<file path="config.mk">
export PLATFORM = sky130hd
export DESIGN_NAME = scp_alarm_escalator
export DESIGN_NICKNAME = d
export VERILOG_FILES = /design/src/rtl/scp_alarm_escalator_pkg.sv /design/src/rtl/scp_rise_detect.sv /design/src/rtl/scp_alarm_escalator.sv
export SDC_FILE = /design/constraint.sdc
export NUM_CORES = 1
export LEC_CHECK = 0
export BUFFER_PORTS_ARGS = -buffer_cell sky130_fd_sc_hd__buf_2
export CELL_PAD_IN_SITES_DETAIL_PLACEMENT = 0
export CELL_PAD_IN_SITES_GLOBAL_PLACEMENT = 1
export CORE_MARGIN = 2
export CORE_UTILIZATION = 41
export DETAILED_ROUTE_END_ITERATION = 10
export PLACE_DENSITY = 0.74
export SETUP_SLACK_MARGIN = 0.15
export SLEW_MARGIN = 0
export SYNTH_ARGS = -nofsm -noshare
export SYNTH_HDL_FRONTEND = slang
export SYNTH_SLANG_ARGS = --single-unit
</file>
<file path="constraint.sdc">
create_clock -name clock -period 2.58 [get_ports clock]
set_clock_uncertainty 0.1 [all_clocks]
set_input_delay 0.645 -clock clock [delete_from_list [all_inputs] [get_ports clock]]
set_output_delay 0.645 -clock clock [all_outputs]
set_load 0.01 [all_outputs]
</file>
<file path="src/rtl/scp_alarm_escalator_pkg.sv">
// Shared escalation state and alarm-source codes for the scp_079 alarm consumer.
// Used by the escalator top and its edge detector.
package scp_alarm_escalator_pkg;

    typedef enum logic [1:0] {
        S_IDLE     = 2'd0,
        S_WARN     = 2'd1,
        S_ALERT    = 2'd2,
        S_LOCKDOWN = 2'd3
    } esc_state_e;

    typedef enum logic [2:0] {
        SRC_NONE  = 3'd0,
        SRC_A1    = 3'd1,
        SRC_A2    = 3'd2,
        SRC_A3    = 3'd3,
        SRC_CHEAT = 3'd4
    } src_e;

    // Bit positions of the alarm inputs inside the rise vector.
    localparam int unsigned IDX_A1    = 0;
    localparam int unsigned IDX_A2    = 1;
    localparam int unsigned IDX_A3    = 2;
    localparam int unsigned IDX_CHEAT = 3;
    localparam int unsigned N_SRC     = 4;

    // Priority cheat > a3 > a2 > a1.
    function automatic src_e pick_src(input logic [N_SRC-1:0] rise);
        if (rise[IDX_CHEAT])   return SRC_CHEAT;
        else if (rise[IDX_A3]) return SRC_A3;
        else if (rise[IDX_A2]) return SRC_A2;
        else if (rise[IDX_A1]) return SRC_A1;
        else                   return SRC_NONE;
    endfunction

endpackage

</file>
<file path="src/rtl/scp_rise_detect.sv">
// Per-bit rising-edge detector: previous-sample register plus combinational rise vector.
// Prev clears to 0 on reset, so an input already high at release reports a rise on the first edge.
module scp_rise_detect #(
    parameter int unsigned W = 4
) (
    input  logic         clock,
    input  logic         reset_n,
    input  logic [W-1:0] in_vec,
    output logic [W-1:0] rise
);

    logic [W-1:0] prev_q;

    always_ff @(posedge clock or negedge reset_n) begin
        if (!reset_n) prev_q <= '0;
        else          prev_q <= in_vec;
    end

    always_comb rise = in_vec & ~prev_q;

endmodule

</file>
<file path="src/rtl/scp_alarm_escalator.sv">
// Escalates scp_079 alarm edges through WARN/ALERT/LOCKDOWN with dwell timeouts,
// tracks the latest source and a saturating event count; all outputs registered.
module scp_alarm_escalator
    import scp_alarm_escalator_pkg::*;
#(
    parameter int unsigned WARN_TIMEOUT  = 10,
    parameter int unsigned ALERT_TIMEOUT = 20,
    parameter int unsigned LOCK_THRESH   = 3,
    parameter int unsigned CNT_W         = 4
) (
    input  logic             clock,
    input  logic             reset_n,
    input  logic             a1,
    input  logic             a2,
    input  logic             a3,
    input  logic             cheat_in,
    input  logic             ack,
    input  logic             clear_lock,
    output logic [1:0]       esc_state,
    output logic [1:0]       siren,
    output logic             lockdown,
    output logic [2:0]       last_src,
    output logic [CNT_W-1:0] evt_count
);

    localparam int unsigned DW = $clog2(ALERT_TIMEOUT);

    logic [N_SRC-1:0] in_vec;
    logic [N_SRC-1:0] rise;

    esc_state_e       state_q, state_d;
    src_e             src_q, src_d;
    logic [DW-1:0]    dwell_q, dwell_d;
    logic [CNT_W-1:0] cnt_q, cnt_d;
    logic [1:0]       siren_q;
    logic             lock_q;

    logic             evt, act, ack_ok, lock_hit, clear_ok;
    logic [CNT_W:0]   cnt_sum;

    always_comb begin
        in_vec            = '0;
        in_vec[IDX_A1]    = a1;
        in_vec[IDX_A2]    = a2;
        in_vec[IDX_A3]    = a3;
        in_vec[IDX_CHEAT] = cheat_in;
    end

    scp_rise_detect #(.W(N_SRC)) u_rise (
        .clock   (clock),
        .reset_n (reset_n),
        .in_vec  (in_vec),
        .rise    (rise)
    );

    always_comb begin
        evt      = |rise;
        act      = |in_vec;
        ack_ok   = ack & ~act;
        cnt_sum  = {1'b0, cnt_q} + {{CNT_W{1'b0}}, evt};
        lock_hit = 32'(cnt_sum) >= LOCK_THRESH;
        clear_ok = 1'b0;
        state_d  = state_q;

        // LOCKDOWN exit is checked before the threshold rule; otherwise a count
        // already at threshold would make the supervisor key unusable.
        if (state_q == S_LOCKDOWN) begin
            if (clear_lock && !act) begin
                state_d  = S_IDLE;
                clear_ok = 1'b1;
            end
        end else if (lock_hit || rise[IDX_CHEAT]) begin
            state_d = S_LOCKDOWN;
        end else begin
            unique case (state_q)
                S_IDLE: begin
                    if (rise[IDX_A3])                        state_d = S_ALERT;
                    else if (rise[IDX_A1] || rise[IDX_A2])   state_d = S_WARN;
                end
                S_WARN: begin
                    if (rise[IDX_A3])                             state_d = S_ALERT;
                    else if (ack_ok)                              state_d = S_IDLE;
                    else if (dwell_q == DW'(WARN_TIMEOUT - 1))    state_d = S_ALERT;
                end
                S_ALERT: begin
                    if (ack_ok)                                   state_d = S_IDLE;
                    else if (dwell_q == DW'(ALERT_TIMEOUT - 1))   state_d = S_LOCKDOWN;
                end
                default: state_d = state_q;
            endcase
        end

        dwell_d = (state_d != state_q) ? '0 : dwell_q + DW'(1);

        cnt_d = cnt_q;
        if (clear_ok)                cnt_d = '0;
        else if (evt && cnt_q != '1) cnt_d = cnt_q + CNT_W'(1);

        src_d = src_q;
        if (clear_ok) src_d = SRC_NONE;
        else if (evt) src_d = pick_src(rise);
    end

    always_ff @(posedge clock or negedge reset_n) begin
        if (!reset_n) begin
            state_q <= S_IDLE;
            src_q   <= SRC_NONE;
            dwell_q <= '0;
            cnt_q   <= '0;
            siren_q <= '0;
            lock_q  <= 1'b0;
        end else begin
            state_q <= state_d;
            src_q   <= src_d;
            dwell_q <= dwell_d;
            cnt_q   <= cnt_d;
            siren_q <= state_d;
            lock_q  <= (state_d == S_LOCKDOWN);
        end
    end

    assign esc_state = state_q;
    assign siren     = siren_q;
    assign lockdown  = lock_q;
    assign last_src  = src_q;
    assign evt_count = cnt_q;

endmodule

</file>
==> results.py <==
metrics = {
    "routing": {
        "via_per_inst": 5.55,
        "via_count": 893,
        "drt_iter0_drc": 17,
        "dr.pass1.iters": 4,
        "wl_per_cell_um": 14.3,
        "ant_nets": 0,
        "wl_mm": 2.31,
        "drcViolationCount": 0,
    },
    "worst_setup_path": {
        "path_class": "in2reg",
        "crit_path_max_fanout": 5,
        "crit_arrival_ns": 2.47,
        "critPathMaxStageDelay_ns": 0.35,
        "critPathSlowestCell": "a311oi_2",
        "required_ns": 2.70,
        "endpoint_kind": "flip-flop",
        "start_kind": "primary input",
        "path_cells": "buf_2 -> nand2b_4 -> nand4_1 -> ha_2 -> ha_4 -> a21oi_2 -> nand2_1 -> a311oi_2 -> nand2_2 -> a221oi_2",
    },
    "pwr": {
        "powerDensity_mw_per_mm2": 826,
        "switching_share": 0.393,
        "p_comb_frac": 0.421,
        "p_int_mw": 0.670,
        "power.leakage_nw": 0.621,
        "pwr-share-seq": 0.437,
        "netSwitchingPower_mw": 0.433,
        "peakVddDrop_v": 0.000445,
        "pwr-share-clk": 0.142,
    },
    "synth": {
        "synth.top_cell.area_share": 0.464,
        "syn_inst": 100,
        "synth.avg_cell_area_um2": 10.2,
        "synth.distinct_cells": 33,
        "ys_ff_latch": 19,
        "syn-num-nets": 113,
        "yosys_warnings": 0,
        "ys_top_cells_by_area": "dfrtp_1, ha_1, a221oi_1",
        "yosysSeqAreaShare": 0.464,
        "synth_area_mm2": 0.00102,
        "synth_top_area_cell": "dfrtp_1",
    },
    "timing": {
        "period_share": 0.912,
        "fmax_mhz": 425,
        "slew_violations": 0,
        "setup_violations": 0,
        "slew_headroom": 0.712,
        "hold_viol": 0,
        "fin_crit_ns": 2.35,
        "worst_pin_slew_ns": 0.432,
        "rsz0062_at_grt": "false",
    },
    "clock_tree": {
        "numCtsBuffers": 3,
        "clk_latency_ns": 0.30,
        "postCtsHoldBufs": 0,
        "cts_tree": "yes",
        "clkSlewWorstSetupHoldPaths_ns": 0.11,
        "h-tree-depth": 1,
        "cts_root_buf": "clkbuf_4",
        "clk_path_buf_depth": 2,
        "cts_num_sinks": 19,
    },
    "placement": {
        "dp_hpwl_mm": 1.76,
        "dpl.cell_count": 154,
        "port_buffers": 19,
        "gp_congestion": 0.763,
    },
    "run_status": {
        "status": "completed",
    },
    "floorplanning": {
        "coreArea_mm2": 0.00243,
        "die_h_um": 54.0,
        "rows": 18,
        "io_pins": 20,
        "initial_core_util": 0.421,
        "die_w_um": 54.0,
        "die-area_mm2": 0.00292,
    },
    "grt": {
        "grt_usage": 0.187,
        "grt_first_pass_wirelength_mm": 3.84,
        "antenna_found_initial": 0,
        "grt_overflow": 0,
        "grt_max_degree": 20,
        "first_global_vias": 825,
    },
    "finish": {
        "fin_cells": 161,
        "diodes": 0,
        "finish.utilization": 0.549,
        "syn_to_final_growth_pct": 30.3,
        "nets": 145,
        "drive_above_1_share": 0.412,
    },
    "worst_hold_path": {
        "hp-class": "in2async",
    },
    "run": {
        "drv_cap": 0,
    },
}
[layer usage]
layer  up-vias  GRT usage  share of wire
met4         0      0.100          0.019
met5         -          0              0
met3         4     0.0250          0.032
met2        20      0.283           0.47
met1       438      0.258           0.47
li1        431          -              -
[metrics by stage]
step / setup WS, ns / total power [mW] / cell area [um^2] / setup TNS, ns / hold WS (ns)
after floorplan: 0.101 / 0.794 / 1120 / 0 / 0.249
after global placement: -0.0537 / 0.923 / 1280 / -0.186 / 0.398
after detailed placement: -0.107 / 0.933 / 1280 / -0.483 / 0.398
after CTS: 0.240 / 1.09 / 1310 / 0 / 0.167
after global routing: 0.156 / 1.20 / 1340 / 0 / 0.183
final: 0.227 / 1.10 / 1340 / 0 / 0.159
[power by group through the flow]
stage	Clock [mW]	Sequential [mW]	Combinational, mW
after floorplan	0	0.483	0.311
after global placement	0	0.487	0.436
after detailed placement	0	0.487	0.447
after CTS	0.165	0.481	0.448
after global routing	0.179	0.497	0.526
final	0.157	0.482	0.464
[final timing paths]
| check | startpoint | end | slack (ns) | cells after the start |
|---|---|---|---|---|
| max | a2 | dwell_q[4] | 0.23 | 10 |
| min | reset_n | u_rise.prev_q[2] | 0.16 | 1 |
| max reg2reg | u_rise.prev_q[2] | dwell_q[4] | 0.26 | 9 |
| min reg2reg | dwell_q[0] | dwell_q[0] | 0.40 | 1 |
| max in group asynchronous | reset_n | evt_count[3] | 1.92 | 1 |
| min in group clock | dwell_q[0] | dwell_q[0] | 0.40 | 1 |
[cells in the mapped netlist (all sizes together)]
cell type  number
nand4bb         1
xnor2           2
nand2           9
inv             4
nor3            2
or4b            1
nand4           2
nor4            1
and2            2
and3            2
a211o           2
a31oi           3
dfrtp          19
ha              5
a21o            1
xor2            3
or3             1
nand2b          4
a21oi           6
nor2b           2
and2b           1
a221oi          5
a211oi          1
buf             3
nand3           5
a311oi          2
a21boi          1
o21ai           4
nor2            5
o31ai           1
[critical path, delay by kind of cell]
family | cells | cell delay [ns]
AO/OA/AOI/OAI | 3 | 0.78
adder cells (fa/ha/maj) | 2 | 0.45
buffers and inverters | 1 | 0.13
AND/OR/NAND/NOR | 4 | 0.47
[final cells by class]
class	count	area [um^2]
Clock buffer	4	26.3
Inverter	4	15.0
Sequential cell	19	475
Timing Repair Buffer	30	178
Fill cell	232	1100
Tap cell	30	37.5
Multi-Input combinational cell	74	603
[registers in the layout, indices dropped and copies added, names as in the netlist]
register / count
dwell_q: 5
evt_count: 4
u_rise.prev_q: 4
last_src: 3
siren: 2
lockdown: 1
[cells in the final DEF (no fill, tap or decap), drive strengths merged, types with 3 or more instances in the layout]
master and instances:
buf 30, dfrtp 19, nand2 9, a21oi 6
nand3 5, a221oi 5, nor2 5, ha 5
inv 4, nand2b 4, o21ai 4, clkbuf 4
a31oi 3, xor2 3
[timing repair]
action | in CTS | in global routing
setup buffers | 0 | 3
gates resized for setup | 0 | 1
setup endpoints to repair | 0 | 5
[cells by family after synthesis]
group,count (synthesis),synth area share
AND/OR/NAND/NOR,38,0.209
AO/OA/AOI/OAI,26,0.183
flip-flops,19,0.464
buffers and inverters,7,0.0403
XOR/XNOR,5,0.0427
adder cells (fa/ha/maj),5,0.0611
(Power assumes the default switching activity.)
